<file path="config.mk">
export PLATFORM = sky130hd
export DESIGN_NAME = wb_sram_ctrl_flat
export DESIGN_NICKNAME = d
export VERILOG_FILES = /design/src/rtl/wb_sram_ctrl_if.sv /design/src/rtl/wb_sram_ctrl.sv /design/src/flat_wrapper.sv
export SDC_FILE = /design/constraint.sdc
export NUM_CORES = 1
export LEC_CHECK = 0
export ABC_AREA = 0
export BUFFER_PORTS_ARGS = -buffer_cell sky130_fd_sc_hd__buf_4
export CAP_MARGIN = 25
export CORE_UTILIZATION = 40
export CTS_BUF_LIST = sky130_fd_sc_hd__clkbuf_4 sky130_fd_sc_hd__clkbuf_8 sky130_fd_sc_hd__clkbuf_16
export CTS_CLUSTER_SIZE = 14
export DETAILED_ROUTE_END_ITERATION = 8
export PLACE_DENSITY = 0.78
export SLEW_MARGIN = 20
export SYNTH_ARGS = -nofsm -noshare
export SYNTH_HDL_FRONTEND = slang
export SYNTH_SLANG_ARGS = --single-unit
</file>
<file path="constraint.sdc">
create_clock -name wb_clk_i -period 3.1 [get_ports wb_clk_i]
set_clock_uncertainty 0.05 [all_clocks]
set_input_delay 0.465 -clock wb_clk_i [delete_from_list [all_inputs] [get_ports wb_clk_i]]
set_output_delay 0.465 -clock wb_clk_i [all_outputs]
set_load 0.03 [all_outputs]
</file>
<file path="src/rtl/wb_sram_ctrl_if.sv">
// Wishbone classic slave-side bus bundle between the management SoC and wb_sram_ctrl.
interface wb_sram_ctrl_if;
  logic        wbs_cyc_i;
  logic        wbs_stb_i;
  logic        wbs_we_i;
  logic [3:0]  wbs_sel_i;
  logic [31:0] wbs_adr_i;
  logic [31:0] wbs_dat_i;
  logic        wbs_ack_o;
  logic [31:0] wbs_dat_o;

  modport slave (
    input  wbs_cyc_i, wbs_stb_i, wbs_we_i, wbs_sel_i, wbs_adr_i, wbs_dat_i,
    output wbs_ack_o, wbs_dat_o
  );

  modport master (
    output wbs_cyc_i, wbs_stb_i, wbs_we_i, wbs_sel_i, wbs_adr_i, wbs_dat_i,
    input  wbs_ack_o, wbs_dat_o
  );
endinterface

</file>
<file path="src/rtl/wb_sram_ctrl.sv">
// Wishbone classic slave bridging 32-bit accesses to a single-port synchronous SRAM.
// Optional access counters are built only when WB_SRAM_STATS_EN is defined.
module wb_sram_ctrl #(
  parameter int          ADDR_WIDTH   = 8,
  parameter logic [31:0] BASE_ADDR    = 32'h3000_0000,
  parameter int          SRAM_LATENCY = 1
) (
  input  logic                  wb_clk_i,
  input  logic                  wb_rst_i,
  wb_sram_ctrl_if.slave         wbs,
  output logic                  sram_csb,
  output logic                  sram_web,
  output logic [3:0]            sram_wmask,
  output logic [ADDR_WIDTH-1:0] sram_addr,
  output logic [31:0]           sram_din,
  input  logic [31:0]           sram_dout,
  output logic [15:0]           rd_count,
  output logic [15:0]           wr_count
);

  typedef enum logic [2:0] {IDLE, WRITE, READ, RD_WAIT, ACK} state_t;

  localparam logic [1:0] WAIT_INIT = 2'(SRAM_LATENCY - 1);

  state_t                  state_q, state_d;
  logic [1:0]              wait_q;
  logic                    ack_q, ack_d;
  logic [31:0]             dat_q, dat_d;
  logic                    csb_d, web_d;
  logic [3:0]              wmask_d;
  logic [ADDR_WIDTH-1:0]   addr_d;
  logic [31:0]             din_d;
  logic                    req, hit;
  logic                    unused_ok;

  // The cycle in which ack is high is already IDLE; the still-asserted strobe must not restart.
  assign req       = wbs.wbs_cyc_i & wbs.wbs_stb_i & ~ack_q;
  assign hit       = (wbs.wbs_adr_i[31:ADDR_WIDTH+2] == BASE_ADDR[31:ADDR_WIDTH+2]);
  assign unused_ok = ^wbs.wbs_adr_i[1:0];

  assign wbs.wbs_ack_o = ack_q;
  assign wbs.wbs_dat_o = dat_q;

  always_ff @(posedge wb_clk_i or posedge wb_rst_i) begin
    if (wb_rst_i) begin
      state_q <= IDLE;
      wait_q  <= 2'd0;
    end else begin
      state_q <= state_d;
      if (state_q == READ)
        wait_q <= WAIT_INIT;
      else if (state_q == RD_WAIT && wait_q != 2'd0)
        wait_q <= wait_q - 2'd1;
    end
  end

  always_comb begin
    state_d = state_q;
    case (state_q)
      IDLE:    if (req) state_d = hit ? (wbs.wbs_we_i ? WRITE : READ) : ACK;
      WRITE:   state_d = wbs.wbs_cyc_i ? ACK : IDLE;
      READ:    state_d = wbs.wbs_cyc_i ? RD_WAIT : IDLE;
      RD_WAIT: begin
        if (!wbs.wbs_cyc_i)       state_d = IDLE;
        else if (wait_q == 2'd0)  state_d = ACK;
      end
      ACK:     state_d = IDLE;
      default: state_d = IDLE;
    endcase
  end

  always_comb begin
    csb_d   = 1'b1;
    web_d   = 1'b1;
    wmask_d = 4'h0;
    addr_d  = sram_addr;
    din_d   = sram_din;
    dat_d   = dat_q;
    ack_d   = (state_q == ACK);
    if (state_q == IDLE && req) begin
      addr_d = wbs.wbs_adr_i[ADDR_WIDTH+1:2];
      din_d  = wbs.wbs_dat_i;
      if (hit) begin
        csb_d = 1'b0;
        if (wbs.wbs_we_i) begin
          web_d   = 1'b0;
          wmask_d = wbs.wbs_sel_i;
        end
      end else if (!wbs.wbs_we_i) begin
        dat_d = 32'h0;
      end
    end
    if (state_q == RD_WAIT && wbs.wbs_cyc_i && wait_q == 2'd0)
      dat_d = sram_dout;
  end

  always_ff @(posedge wb_clk_i or posedge wb_rst_i) begin
    if (wb_rst_i) begin
      ack_q      <= 1'b0;
      dat_q      <= 32'h0;
      sram_csb   <= 1'b1;
      sram_web   <= 1'b1;
      sram_wmask <= 4'h0;
      sram_addr  <= '0;
      sram_din   <= 32'h0;
    end else begin
      ack_q      <= ack_d;
      dat_q      <= dat_d;
      sram_csb   <= csb_d;
      sram_web   <= web_d;
      sram_wmask <= wmask_d;
      sram_addr  <= addr_d;
      sram_din   <= din_d;
    end
  end

`ifdef WB_SRAM_STATS_EN
  logic hit_q, we_q;

  // Only hit accesses that reach ACK are counted; misses and aborted cycles never do.
  always_ff @(posedge wb_clk_i or posedge wb_rst_i) begin
    if (wb_rst_i) begin
      hit_q    <= 1'b0;
      we_q     <= 1'b0;
      rd_count <= 16'h0;
      wr_count <= 16'h0;
    end else begin
      if (state_q == IDLE && req) begin
        hit_q <= hit;
        we_q  <= wbs.wbs_we_i;
      end
      if (state_q == ACK && hit_q) begin
        if (we_q) wr_count <= wr_count + 16'd1;
        else      rd_count <= rd_count + 16'd1;
      end
    end
  end
`else
  assign rd_count = 16'h0;
  assign wr_count = 16'h0;
`endif

endmodule

</file>
<file path="src/flat_wrapper.sv">
// flat-port wrapper written by rule: the top's interface ports become plain ports
module wb_sram_ctrl_flat 
#(
  parameter int          ADDR_WIDTH   = 8,
  parameter logic [31:0] BASE_ADDR    = 32'h3000_0000,
  parameter int          SRAM_LATENCY = 1
)
  (wb_clk_i, wb_rst_i, sram_csb, sram_web, sram_wmask, sram_addr, sram_din, sram_dout, rd_count, wr_count, wbs_wbs_cyc_i, wbs_wbs_stb_i, wbs_wbs_we_i, wbs_wbs_sel_i, wbs_wbs_adr_i, wbs_wbs_dat_i, wbs_wbs_ack_o, wbs_wbs_dat_o);
  wb_sram_ctrl_if wbs_i ();
  input  logic wb_clk_i;
  input  logic wb_rst_i;
  output logic sram_csb;
  output logic sram_web;
  output logic [3:0] sram_wmask;
  output logic [ADDR_WIDTH-1:0] sram_addr;
  output logic [31:0] sram_din;
  input  logic [31:0] sram_dout;
  output logic [15:0] rd_count;
  output logic [15:0] wr_count;
  input wire logic [$bits(wbs_i.wbs_cyc_i)-1:0] wbs_wbs_cyc_i;
  input wire logic [$bits(wbs_i.wbs_stb_i)-1:0] wbs_wbs_stb_i;
  input wire logic [$bits(wbs_i.wbs_we_i)-1:0] wbs_wbs_we_i;
  input wire logic [$bits(wbs_i.wbs_sel_i)-1:0] wbs_wbs_sel_i;
  input wire logic [$bits(wbs_i.wbs_adr_i)-1:0] wbs_wbs_adr_i;
  input wire logic [$bits(wbs_i.wbs_dat_i)-1:0] wbs_wbs_dat_i;
  output wire logic [$bits(wbs_i.wbs_ack_o)-1:0] wbs_wbs_ack_o;
  output wire logic [$bits(wbs_i.wbs_dat_o)-1:0] wbs_wbs_dat_o;
  assign wbs_i.wbs_cyc_i = wbs_wbs_cyc_i;
  assign wbs_i.wbs_stb_i = wbs_wbs_stb_i;
  assign wbs_i.wbs_we_i = wbs_wbs_we_i;
  assign wbs_i.wbs_sel_i = wbs_wbs_sel_i;
  assign wbs_i.wbs_adr_i = wbs_wbs_adr_i;
  assign wbs_i.wbs_dat_i = wbs_wbs_dat_i;
  assign wbs_wbs_ack_o = wbs_i.wbs_ack_o;
  assign wbs_wbs_dat_o = wbs_i.wbs_dat_o;
  wb_sram_ctrl #(.ADDR_WIDTH(ADDR_WIDTH), .BASE_ADDR(BASE_ADDR), .SRAM_LATENCY(SRAM_LATENCY)) u_core (.wb_clk_i(wb_clk_i), .wb_rst_i(wb_rst_i), .wbs(wbs_i), .sram_csb(sram_csb), .sram_web(sram_web), .sram_wmask(sram_wmask), .sram_addr(sram_addr), .sram_din(sram_din), .sram_dout(sram_dout), .rd_count(rd_count), .wr_count(wr_count));
endmodule
</file>
Yosys cells after proc, flatten, opt, wreduce, memory -nomap -nowiden

Cells that the tools add are included.

Muxes and demuxes: 22
Equality and inequality tests: 9
Reductions and logical operators: 11
Bitwise logic cells: 3
Add/sub/neg operators: 1

Operators by type and width:

| cell                                              | count |
|---|---|
| two-way mux 32 bit                                | 4 |
| == test 22 x 20 -> 1 bit (second input constant)  | 1 |
| two-way mux 3 bit                                 | 5 |
| two-way mux 4 bit                                 | 3 |
| case mux 3 bit (4 select lines)                   | 1 |
| two-way mux 2 bit                                 | 4 |
| == test 3 x 2 -> 1 bit (second input constant)    | 2 |
| nonzero test 2 bit                                | 3 |
| two-way mux 1 bit                                 | 5 |
| logical AND 1 bit                                 | 4 |
| != test 2 x 1 -> 1 bit (second input constant)    | 2 |
| == test 3 x 1 -> 1 bit (second input constant)    | 1 |
| == test 3 bit (second input constant)             | 1 |
| logical NOT 3 bit                                 | 1 |
| != test 3 x 2 -> 1 bit (second input constant)    | 1 |
| AND reduction 3 bit                               | 1 |
| bitwise AND 1 bit                                 | 2 |
| logical NOT 2 bit                                 | 1 |
| != test 2 bit (second input constant)             | 1 |
| AND reduction 2 bit                               | 1 |
| subtractor 2 x 1 -> 2 bit (second input constant) | 1 |
| NOT 1 bit                                         | 1 |

Flip-flop bits (word level): 84
Bits of input ports: 105
Logic and storage cells: 55

Depth between registers and ports, before layout

Gate-level depths: netlist of run 1.

Word-level depth: 5
Gate-level depth with buffers: 8

Worst setup path before layout of run 1

Ideal clock, no wire load.

Kind: reg2reg
From: register u_core.ack_q (netlist: u_core.wbs.wbs_ack_o)
To: register u_core.sram_addr[7]
Stages on the path, launching flop included: 5
Arrival time: 1.491 ns
Path slack: 1.434 ns
Period minus slack after synthesis: 1.666 ns
Required time: 2.925 ns
Library setup time: 0.125 ns
Cells stage by stage: dfrtp_1 > and4bb_2 > nand2_2 > buf_2 > mux2_2

Word-level cells in the longest chain between the ends: 3

RTL lines:

| element                | RTL line            | RTL |
|---|---|---|
| start, declared        | wb_sram_ctrl.sv:27  | `logic ack_q, ack_d;` |
| start signal, assigned | wb_sram_ctrl.sv:107 | `ack_q <= ack_d;` |
| NOT 1 bit              | wb_sram_ctrl.sv:37  | `assign req = wbs.wbs_cyc_i & wbs.wbs_stb_i & ~ack_q;` |
| bitwise AND 1 bit      | wb_sram_ctrl.sv:37  |  |
| logical AND 1 bit      | wb_sram_ctrl.sv:80  | `if (state_q == IDLE && req) begin` |
| end signal, assigned   | wb_sram_ctrl.sv:112 | `sram_addr <= addr_d;` |
| end, declared          | wb_sram_ctrl.sv:14  | `output logic [ADDR_WIDTH-1:0] sram_addr,` |

Every way passes these cells.
A chain may end at the register's enable or synchronous reset.

Final worst setup path of run 1

From: register u_core.state_q[2]
To: register u_core.dat_q[29] (netlist: u_core.wbs.wbs_dat_o[29])

Word-level cells in the longest chain between the ends: 5

RTL lines:

| element                                         | RTL line            | RTL |
|---|---|---|
| start, declared                                 | wb_sram_ctrl.sv:25  | `state_t state_q, state_d;` |
| start signal, assigned                          | wb_sram_ctrl.sv:49  | `state_q <= state_d;` |
| == test 3 x 2 -> 1 bit                          | wb_sram_ctrl.sv:93  | `if (state_q == RD_WAIT && wbs.wbs_cyc_i && wait_q == 2'd0)` |
| logical AND 1 bit (2 in series)                 | wb_sram_ctrl.sv:93  |  |
| != test 2 bit (no line) (tied with other cells) | -                   |  |
| AND reduction 3 bit (no line)                   | -                   |  |
| end signal, assigned                            | wb_sram_ctrl.sv:108 | `dat_q <= dat_d;` |
| end, declared                                   | wb_sram_ctrl.sv:28  | `logic [31:0] dat_q, dat_d;` |

Parallel ways exist; a longest one is shown, timed or not.

==> flow_metrics.py, run 1 <==
metrics = {
    "synthesis": {
        "synth_edf_count": 0,
        "avgSynthCellArea_um2": 11.3,
        "yosys_warnings": 0,
        "syn_area_mm2": 0.00361,
        "synth-main-ff-cell": "dfrtp_1",
        "ys_seq_area_share_pct": 58.4,
        "synth_seq_cells": 84,
        "ys_types": 31,
        "synthCells": 320,
        "async_reset_ff_share_pct": 100,
    },
    "setup_path": {
        "cp_slowest_cell": "dfrtp_1",
        "crit_chain": "and4bb_2 > nand2_2 > a211oi_4 > buf_4 > a21oi_1",
        "cp-startpoint": "u_core.state_q[2]$_DFFE_PP0P_",
        "r2r_cells": 5,
        "cp-start-kind": "register",
        "cp.required_ns": 3.26,
        "worst_setup_path_end_kind": "register",
        "rrSetupSlack_ns": 1.18,
        "r2r_end": "u_core.wbs.wbs_dat_o[29]$_DFFE_PP0P_",
        "worstPathArrival_ns": 2.08,
        "max_stage_delay_ns": 0.41,
        "critPathMaxFanout": 32,
        "rr_startpoint": "u_core.state_q[2]$_DFFE_PP0P_",
        "crit_type": "register to register",
    },
    "power_and_ir_drop": {
        "p_per_area_mw_per_mm2": 561,
        "swShare_pct": 29.5,
        "ir_drop_mv": 0.324,
        "p_leak_uw": 0.00258,
        "p_sw_uw": 863,
        "combPwrFrac_pct": 24.7,
        "p_clk_share_pct": 32.1,
        "intPower_uw": 2060,
        "p_seq_share_pct": 43.2,
    },
    "cells_and_area": {
        "antennaDiodeCount": 0,
        "fillers": 750,
        "finalInstanceArea_mm2": 0.00521,
        "area_growth_pct": 44.6,
        "instances_no_fill": 617,
        "final_nets": 610,
        "drive_gt1_share_pct": 49.7,
    },
    "clock_network": {
        "cts_setup_buffers": 0,
        "cts.root.buffer_cell": "clkbuf_8",
        "tritoncts": "built",
        "hold_buffers": 0,
        "cts.sinks": 84,
        "htree_levels": 3,
        "clk_pin_slew_ns": 0.09,
        "clockBufferDepth": 2,
        "cts_buffers": 9,
        "clock_latency_ns": 0.34,
        "post_cts_resize_count": 0,
    },
    "timing": {
        "rsz0062_at_grt": "false",
        "fin_tns_setup_ns": 0,
        "slew_viol_final": 0,
        "final.period_utilization_pct": 61.8,
        "period_needed_ns": 1.92,
        "hold_violations": 0,
        "fmax_mhz": 522,
        "hold_ws_ns": 0.0556,
        "setup_viol": 0,
    },
    "placement": {
        "gp_congestion": 0.763,
        "io_buffers": 181,
        "dp_cells": 600,
        "dp_hpwl_um": 6500,
        "placed_area_mm2": 0.00494,
    },
    "global_route": {
        "grt_antenna_before_repair": 0,
        "grt_max_degree": 33,
        "grt_pass1_wl_um": 13800,
        "grt_pass1_vias": 2916,
        "grtUsageTotal_pct": 18.5,
        "grt-ovfl-total": 0,
    },
    "drt": {
        "ant_nets": 0,
        "via_per_inst": 4.69,
        "wire_per_inst_um": 13.8,
        "drc": 0,
        "vias": 2891,
        "detail_route.first_pass.iterations": 4,
        "drt_iter0_markers": 78,
        "routed_wl_um": 8540,
    },
    "status": {
        "status": "complete, no violations",
    },
    "min_path": {
        "min_path_type": "primary input to async pin",
    },
    "floorplanning": {
        "io-pin-count": 216,
        "die-area_mm2": 0.00940,
        "fp.dieW_um": 96.9,
        "core_mm2": 0.00872,
        "initial_core_util_pct": 41.3,
        "die_h_um": 96.9,
        "rows": 34,
    },
    "flow_run": {
        "cap_violations": 0,
    },
}
==> power by group through the flow <==
stage,sequential [uW],clock (uW),combinational [uW]
3_5_place_dp,1280,0,727
4_1_cts,1260,969,729
6_report,1260,939,721
2_1_floorplan,1500,0,225
5_1_grt,1280,1010,758
3_3_place_gp,1280,0,716
==> Yosys cell counts, types with 2 or more instances <==
cell type	n	area share, %
and2_1	5	0.87
nand4_1	3	0.52
nand2b_1	3	0.52
nor3_1	2	0.28
buf_2	7	0.97
a21oi_1	36	5.0
inv_1	6	0.62
o22ai_1	3	0.52
buf_6	3	0.94
clkbuf_1	4	0.42
nor2_1	5	0.52
nand3_1	5	0.69
nand2_1	66	6.9
dfrtp_1	82	57
nor4_1	3	0.52
mux2_2	40	12
dfstp_2	2	1.5
buf_4	32	6.7
==> per-stage QoR <==
step	util (%)	setup WS, ns	power, uW
floorplan	-	0.423	1720
global placement	56.7	1.08	1990
detailed placement	56.7	0.993	2010
CTS	59.5	0.958	2960
global route	59.8	1.05	3050
finish	59.8	1.18	2920
==> state kept, by name (all words and copies together), names as in the netlist <==
signal and count:
u_core.sram_csb 1, u_core.wbs.wbs_ack_o 1, u_core.wbs.wbs_dat_o 32, u_core.sram_web 1, u_core.state_q 3, u_core.sram_din 32, u_core.sram_wmask 4, u_core.sram_addr 8
u_core.wait_q 2
==> how the worst max path moves through the flow <==
stage,depth (start not counted),end,slack (ns)
floorplan,1,u_core.sram_addr[0]$_DFFE_PP0P_,0.42
global placement,6,u_core.wbs.wbs_dat_o[31]$_DFFE_PP0P_,1.08
detailed placement,6,u_core.wbs.wbs_dat_o[17]$_DFFE_PP0P_,0.99
CTS,6,u_core.wbs.wbs_dat_o[29]$_DFFE_PP0P_,0.96
global route,5,u_core.wbs.wbs_dat_o[20]$_DFFE_PP0P_,1.05
finish,5,u_core.wbs.wbs_dat_o[29]$_DFFE_PP0P_,1.18
==> cell usage in the layout (no fill, tap or decap), types with 2 or more instances in the layout <==
master	n
dfrtp_1	82
a21oi_1	36
conb_1	32
nor2_2	2
nor2_1	4
dfstp_2	2
clkinv_4	2
buf_4	187
nand2b_1	3
nor4_1	3
nand4_1	3
clkbuf_8	9
nand2_1	66
nand3_1	5
inv_1	5
and2_1	5
mux2_2	40
nor3_1	2
clkinv_2	2
bufinv_16	3
o22ai_1	3
==> worst max-delay path: cells and delay by family (launching register included) <==
family | cells | cell delay [ns]
simple gates | 2 | 0.60
flops | 1 | 0.41
compound gates | 2 | 0.37
buf+inv | 1 | 0.34
==> metal layers <==
layer  global-route usage [%]  vias to the layer above  routed length, um
met1                     21.5                     1391               3340
met3                     5.71                       12                559
met4                     5.86                        0                120
met2                     32.6                      122               4520
met5                        0                        -                  0
li1                         -                     1366                  -
==> cells by family after synthesis <==
family / after synthesis / share of synthesized area, %
AND/OR/NAND/NOR: 101 / 12.9
other: 1 / 0.104
AO/OA/AOI/OAI: 41 / 6.21
buffers and inverters: 52 / 9.61
adder cells (fa/ha/maj): 1 / 0.347
multiplexers: 40 / 12.5
flip-flops: 84 / 58.4
==> final cells by class <==
cell class	instances	area [um^2]	share of cell area, %
Clock inverter	6	113	2.16
Timing Repair Buffer	188	1430	27.5
Inverter	6	23.8	0.456
Clock buffer	10	131	2.52
Multi-Input combinational cell	215	1270	24.4
Tap cell	108	135	2.59
Sequential cell	84	2100	40.4
No activity file was read; power rests on OpenSTA's default activity.
==> run 2, diff against run 1 <==
--- a/config.mk
+++ b/config.mk
@@ -5,14 +5,14 @@
 export SDC_FILE = /design/constraint.sdc
 export NUM_CORES = 1
 export LEC_CHECK = 0
-export ABC_AREA = 0
+export ABC_AREA = 1
 export BUFFER_PORTS_ARGS = -buffer_cell sky130_fd_sc_hd__buf_4
 export CAP_MARGIN = 25
 export CORE_UTILIZATION = 40
 export CTS_BUF_LIST = sky130_fd_sc_hd__clkbuf_4 sky130_fd_sc_hd__clkbuf_8 sky130_fd_sc_hd__clkbuf_16
 export CTS_CLUSTER_SIZE = 14
 export DETAILED_ROUTE_END_ITERATION = 8
-export PLACE_DENSITY = 0.78
+export PLACE_DENSITY = 0.77
 export SLEW_MARGIN = 20
 export SYNTH_ARGS = -nofsm -noshare
 export SYNTH_HDL_FRONTEND = slang
==> constraint.sdc (replaced) <==
create_clock -name wb_clk_i -period 2 [get_ports wb_clk_i]
set_clock_uncertainty 0.05 [all_clocks]
set_input_delay 0.3 -clock wb_clk_i [delete_from_list [all_inputs] [get_ports wb_clk_i]]
set_output_delay 0.3 -clock wb_clk_i [all_outputs]
set_load 0.03 [all_outputs]
==> flow_metrics.py, run 2 <==
metrics = {
    "synthesis": {
        "yosysMostFrequentCell": "nand2_1",
        "syn_area_mm2": 0.00377,
        "avgSynthCellArea_um2": 8.79,
        "synth_common_cells": "nand2_1, dfrtp_1, buf_4",
        "synth_seq_cells": 84,
        "synth-main-ff-cell": "dfrtp_1",
        "ys_seq_area_share_pct": 55.8,
        "synth_area_leader_cell": "dfrtp_1",
        "async_reset_ff_share_pct": 100,
        "synthCells": 429,
        "synth_area_leaders": "dfrtp_1, nand2_1, buf_4",
        "ys_types": 25,
        "synth_edf_count": 0,
        "yosys_warnings": 0,
        "yosys.area.top_type_share_pct": 54.4,
    },
    "drt": {
        "drc": 0,
        "routed_wl_um": 8680,
        "via_per_inst": 4.45,
        "detail_route.first_pass.iterations": 4,
        "wire_per_inst_um": 11.9,
        "drt_iter0_markers": 48,
        "ant_nets": 0,
        "vias": 3245,
    },
    "cells_and_area": {
        "final_nets": 719,
        "drive_gt1_share_pct": 38.7,
        "layout_common_cells": "nand2_1, buf_4, dfrtp_1",
        "antennaDiodeCount": 0,
        "layout_commonest_cell": "nand2_1",
        "fillers": 795,
        "area_growth_pct": 42.3,
        "utilization_pct": 58.4,
    },
    "timing": {
        "slew_viol_final": 0,
        "period_needed_ns": 1.53,
        "rsz0062_at_grt": "false",
        "fmax_mhz": 652,
        "hold_violations": 0,
        "hold_ws_ns": 0.103,
        "setup_slack_ns": 0.467,
        "final.period_utilization_pct": 76.7,
        "setup_viol": 0,
        "fin_tns_setup_ns": 0,
    },
    "floorplanning": {
        "io-pin-count": 216,
        "core_mm2": 0.00920,
        "die_h_um": 99.1,
        "rows": 35,
        "fp.dieW_um": 99.1,
        "die-area_mm2": 0.00982,
        "initial_core_util_pct": 41.0,
    },
    "global_route": {
        "grt_pass1_wl_um": 14500,
        "grt_pass1_vias": 3297,
        "grtUsageTotal_pct": 18.3,
        "grt-ovfl-total": 0,
        "grt_antenna_before_repair": 0,
        "grt_max_degree": 49,
    },
    "setup_path": {
        "crit_type": "register to register",
        "crit_chain": "nor2_4 > nand2_4 > nor2_8 > buf_4 > nand2_1 > nand2_1",
        "worstPathArrival_ns": 1.76,
        "cp.required_ns": 2.22,
        "r2r_cells": 6,
        "max_stage_delay_ns": 0.44,
        "cp-start-kind": "register",
        "critPathMaxFanout": 40,
        "r2r_end": "u_core.sram_din[1]$_DFFE_PP0P_",
        "cp_slowest_cell": "dfrtp_1",
        "path_common_cell": "nand2_1",
        "worst_setup_path_end_kind": "register",
        "rrSetupSlack_ns": 0.47,
        "rr_startpoint": "u_core.state_q[0]$_DFFE_PP0P_",
    },
    "min_path": {
        "hold_depth": 3,
        "min_path_type": "primary input to register",
        "whs_endpoint": "u_core.wbs.wbs_dat_o[5]$_DFFE_PP0P_",
        "hp-start": "sram_dout[5]",
    },
    "placement": {
        "io_buffers": 181,
        "gp_congestion": 0.827,
        "dp_slack_ns": 0.357,
        "dp_hpwl_um": 6570,
    },
    "clock_network": {
        "clockBufferDepth": 2,
        "htree_levels": 3,
        "clk_pin_slew_ns": 0.10,
        "clock_latency_ns": 0.33,
        "cts.sinks": 84,
        "cts.root.buffer_cell": "clkbuf_8",
        "hold_buffers": 1,
        "cts_buffers": 9,
        "post_cts_resize_count": 0,
        "tritoncts": "built",
        "cts_setup_buffers": 0,
    },
    "power_and_ir_drop": {
        "combPwrFrac_pct": 40.5,
        "p_clk_share_pct": 20.4,
        "p_sw_uw": 2440,
        "ir_drop_mv": 0.726,
        "swShare_pct": 40.2,
        "intPower_uw": 3620,
        "p_per_area_mw_per_mm2": 1130,
        "p_seq_share_pct": 39.1,
        "p_leak_uw": 0.00310,
    },
    "status": {
        "status": "complete, no violations",
    },
    "flow_run": {
        "cap_violations": 0,
    },
}
==> run 2: changes by cell type after synthesis, sizes merged, moves of 4 or more <==
cell   before  now
mux2       40    0
a21oi      36    2
nand2      67  204
nor2        6   25
nand3       5   39
and2        5    0
buf        42   48
inv         6   18
nor4        4    0
==> run 2: final cells by class <==
| cell class | instances | area [um^2] | share of cell area (%) |
|---|---|---|---|
| Clock buffer | 10 | 138 | 2.56 |
| Timing Repair Buffer | 191 | 1460 | 27.2 |
| Clock inverter | 6 | 72.6 | 1.35 |
| Inverter | 18 | 71.3 | 1.33 |
| Tap cell | 111 | 139 | 2.59 |
| Multi-Input combinational cell | 309 | 1380 | 25.7 |
| Sequential cell | 84 | 2100 | 39.2 |
==> run 2: routing by layer <==
layer / global-route usage (%) / wire length [um]
met1: 21.5 / 3650
met2: 32.4 / 4270
met3: 5.62 / 741
met4: 5.09 / 16
met5: 0 / 0
==> run 2: critical path: cells and delay by family (launching register included) <==
| kind | cells | cell delay [ns] |
|---|---|---|
| buf+inv | 1 | 0.37 |
| simple gates | 5 | 0.60 |
| flops | 1 | 0.44 |
==> run 2: cell families (layout without fill, tap and decap cells) <==
logic type                 Yosys count  after routing  synth area share, %
and+or+nand+nor                    272            272                 32.4
DFF                                 84             84                 55.8
buffers and inverters               67            225                 10.8
AOI/OAI and AO/OA                    4              4                0.531
adders and majority gates            1              1                0.332
other                                1             32               0.0994
==> run 2: worst max path at each step <==
| stage | from | end | slack, ns | cells past startpoint |
|---|---|---|---|---|
| floorplan | u_core.wbs.wbs_ack_o$_DFF_PP0_ | u_core.wbs.wbs_dat_o[0]$_DFFE_PP0P_ | 0.51 | 9 |
| global placement | wbs_wbs_adr_i[11] | u_core.sram_wmask[1]$_DFF_PP0_ | 0.39 | 7 |
| detailed placement | wbs_wbs_adr_i[11] | u_core.sram_wmask[0]$_DFF_PP0_ | 0.36 | 7 |
| CTS | u_core.state_q[0]$_DFFE_PP0P_ | u_core.sram_din[1]$_DFFE_PP0P_ | 0.44 | 6 |
| global route | u_core.wait_q[0]$_DFFE_PP0P_ | u_core.state_q[0]$_DFFE_PP0P_ | 0.32 | 10 |
| finish | u_core.state_q[0]$_DFFE_PP0P_ | u_core.sram_din[1]$_DFFE_PP0P_ | 0.47 | 6 |
==> run 2: stage by stage <==
step	instance area (um^2)	power (uW)	cells
CTS	5370	6140	729
finish	5370	6060	729
global placement	5150	4830	712
floorplan	3890	3920	460
global route	5370	6420	729
detailed placement	5150	4890	712
==> run 2: power groups by stage <==
stage / Clock [uW] / Sequential, uW / Combinational, uW
2_1_floorplan: 0 / 3200 / 721
3_3_place_gp: 0 / 2380 / 2450
3_5_place_dp: 0 / 2400 / 2490
4_1_cts: 1280 / 2380 / 2480
5_1_grt: 1340 / 2430 / 2650
6_report: 1240 / 2370 / 2450
==> run 3, diff against run 2 <==
==> constraint.sdc (replaced) <==
create_clock -name wb_clk_i -period 1.5 [get_ports wb_clk_i]
set_clock_uncertainty 0.05 [all_clocks]
set_input_delay 0.225 -clock wb_clk_i [delete_from_list [all_inputs] [get_ports wb_clk_i]]
set_output_delay 0.225 -clock wb_clk_i [all_outputs]
set_load 0.03 [all_outputs]
==> flow_metrics.py, run 3 (synthesis results as in run 2) <==
metrics = {
    "status": {
        "status": "complete, no violations",
    },
    "floorplanning": {
        "initial_core_util_pct": 41.0,
        "rows": 35,
        "die_h_um": 99.1,
        "die-area_mm2": 0.00982,
        "fp.dieW_um": 99.1,
        "core_mm2": 0.00920,
        "io-pin-count": 216,
    },
    "timing": {
        "period_needed_ns": 1.47,
        "setup_viol": 0,
        "slew_viol_final": 0,
        "hold_violations": 0,
        "hold_ws_ns": 0.0177,
        "fmax_mhz": 682,
        "final.period_utilization_pct": 97.7,
        "rsz0062_at_grt": "true",
    },
    "power_and_ir_drop": {
        "swShare_pct": 39.9,
        "fin_total_pwr_uw": 8470,
        "p_clk_share_pct": 21.3,
        "p_seq_share_pct": 37.4,
        "intPower_uw": 5090,
        "p_leak_uw": 0.00324,
        "p_sw_uw": 3380,
        "combPwrFrac_pct": 41.3,
        "ir_drop_mv": 1.00,
        "p_per_area_mw_per_mm2": 1490,
    },
    "setup_path": {
        "cp_slowest_cell": "dfrtp_1",
        "critPathMaxFanout": 16,
        "r2r_cells": 9,
        "worst_setup_path_end_kind": "register",
        "worstPathArrival_ns": 1.66,
        "rrSetupSlack_ns": 0.03,
        "crit_chain": "nor2_4 > nand2_4 > nor2_8 > inv_2 > nor2_4 > nand2_4 > buf_12 > nand3_1 > nand2_1",
        "rr_startpoint": "u_core.state_q[0]$_DFFE_PP0P_",
        "r2r_end": "u_core.wbs.wbs_dat_o[23]$_DFFE_PP0P_",
        "cp-start-kind": "register",
        "crit_type": "register to register",
        "max_stage_delay_ns": 0.43,
        "cp.required_ns": 1.69,
    },
    "drt": {
        "routed_wl_um": 10000,
        "wire_per_inst_um": 13.3,
        "drt_iter0_markers": 53,
        "detail_route.first_pass.iterations": 4,
        "via_per_inst": 4.55,
        "vias": 3411,
        "drc": 0,
        "ant_nets": 0,
    },
    "clock_network": {
        "cts_buffers": 9,
        "clock_latency_ns": 0.35,
        "clockBufferDepth": 2,
        "htree_levels": 3,
        "cts.sinks": 84,
        "clk_pin_slew_ns": 0.09,
        "tritoncts": "built",
        "cts.root.buffer_cell": "clkbuf_8",
    },
    "cells_and_area": {
        "finalInstanceArea_mm2": 0.00570,
        "layout_common_cells": "nand2_1, buf_4, dfrtp_1",
        "instances_no_fill": 749,
        "final_nets": 739,
        "layout_commonest_cell": "nand2_1",
        "antennaDiodeCount": 0,
        "drive_gt1_share_pct": 41.7,
        "area_growth_pct": 51.0,
    },
    "flow_run": {
        "cap_violations": 0,
    },
    "placement": {
        "io_buffers": 181,
        "dp_hpwl_um": 6740,
        "gp_congestion": 0.799,
        "placed_area_mm2": 0.00522,
        "dp_cells": 717,
    },
    "global_route": {
        "grtUsageTotal_pct": 20.6,
        "grt_antenna_before_repair": 0,
        "grt_pass1_vias": 3443,
        "grt_pass1_wl_um": 16000,
        "grt-ovfl-total": 0,
        "grt_max_degree": 49,
    },
    "min_path": {
        "min_path_type": "primary input to register",
        "hp-start": "wbs_wbs_dat_i[27]",
        "hold_depth": 3,
        "whs_endpoint": "u_core.sram_din[27]$_DFFE_PP0P_",
    },
}
run 3: changes by cell type in the layout (fill, tap and decap cells not counted), moves of 3 or more:
| cell | change |
|---|---|
| buf_4 | +8 |
| inv_1 | -3 |
| buf_6 | +3 |
| buf_12 | +3 |
run 3: how the worst max path moves through the flow:
stage | from | end | slack [ns]
5_1_grt | u_core.wbs.wbs_ack_o$_DFF_PP0_ | u_core.wbs.wbs_dat_o[20]$_DFFE_PP0P_ | -0.03
4_1_cts | u_core.state_q[2]$_DFFE_PP0P_ | u_core.wbs.wbs_dat_o[12]$_DFFE_PP0P_ | -0.008
3_5_place_dp | wbs_wbs_adr_i[11] | u_core.wbs.wbs_dat_o[5]$_DFFE_PP0P_ | 0.001
3_3_place_gp | u_core.wbs.wbs_ack_o$_DFF_PP0_ | u_core.wbs.wbs_dat_o[8]$_DFFE_PP0P_ | 0.04
2_1_floorplan | u_core.wbs.wbs_ack_o$_DFF_PP0_ | u_core.wbs.wbs_dat_o[0]$_DFFE_PP0P_ | 0.007
6_report | u_core.state_q[0]$_DFFE_PP0P_ | u_core.wbs.wbs_dat_o[23]$_DFFE_PP0P_ | 0.03
run 3: critical path: cells and delay by family (launching register included):
kind	cells	cell delay [ns]
buf+inv	2	0.21
flops	1	0.43
simple gates	7	0.66
run 3: timing repair:
item | in CTS | in global routing
gates resized for setup | 7 | 11
hold buffers | 3 | 0
buffers inserted | 5 | 4
pin swaps | 2 | 4
gates cloned | 2 | 2
hold endpoints to repair | 74 | 0
setup endpoints to repair | 13 | 61
run 3: power groups by stage:
stage | Sequential, uW | Clock, uW | Combinational, uW
floorplan | 4270 | 0 | 961
global placement | 3180 | 0 | 3290
detailed placement | 3200 | 0 | 3370
CTS | 3170 | 1850 | 3480
global route | 3250 | 1960 | 3770
finish | 3170 | 1800 | 3500
run 3: area by class of cell:
cell class / count / area (um^2)
fill: 801 / 3500
sequential: 84 / 2100
timing repair buffer: 211 / 1740
multi-input combinational: 309 / 1420
tap: 111 / 139
clock buffer: 9 / 124
clock inverter: 7 / 98.8
inverter: 18 / 73.8
run 3: through the flow:
step	setup WS (ns)	utilization [%]	TNS [ns]
2_1_floorplan	0.00729	-	0
3_3_place_gp	0.0395	56.8	0
3_5_place_dp	0.00130	56.8	0
4_1_cts	-0.00831	60.8	-0.0533
5_1_grt	-0.0330	62.0	-0.428
6_report	0.0338	62.0	0
run 3: routing by layer:
layer | track usage [%] | share of wire, % | up-vias
li1 | - | - | 1654
met1 | 24.7 | 40 | 1571
met2 | 35.3 | 50 | 167
met3 | 5.55 | 7.9 | 19
met4 | 8.26 | 1.7 | 0
met5 | 0 | 0 | -
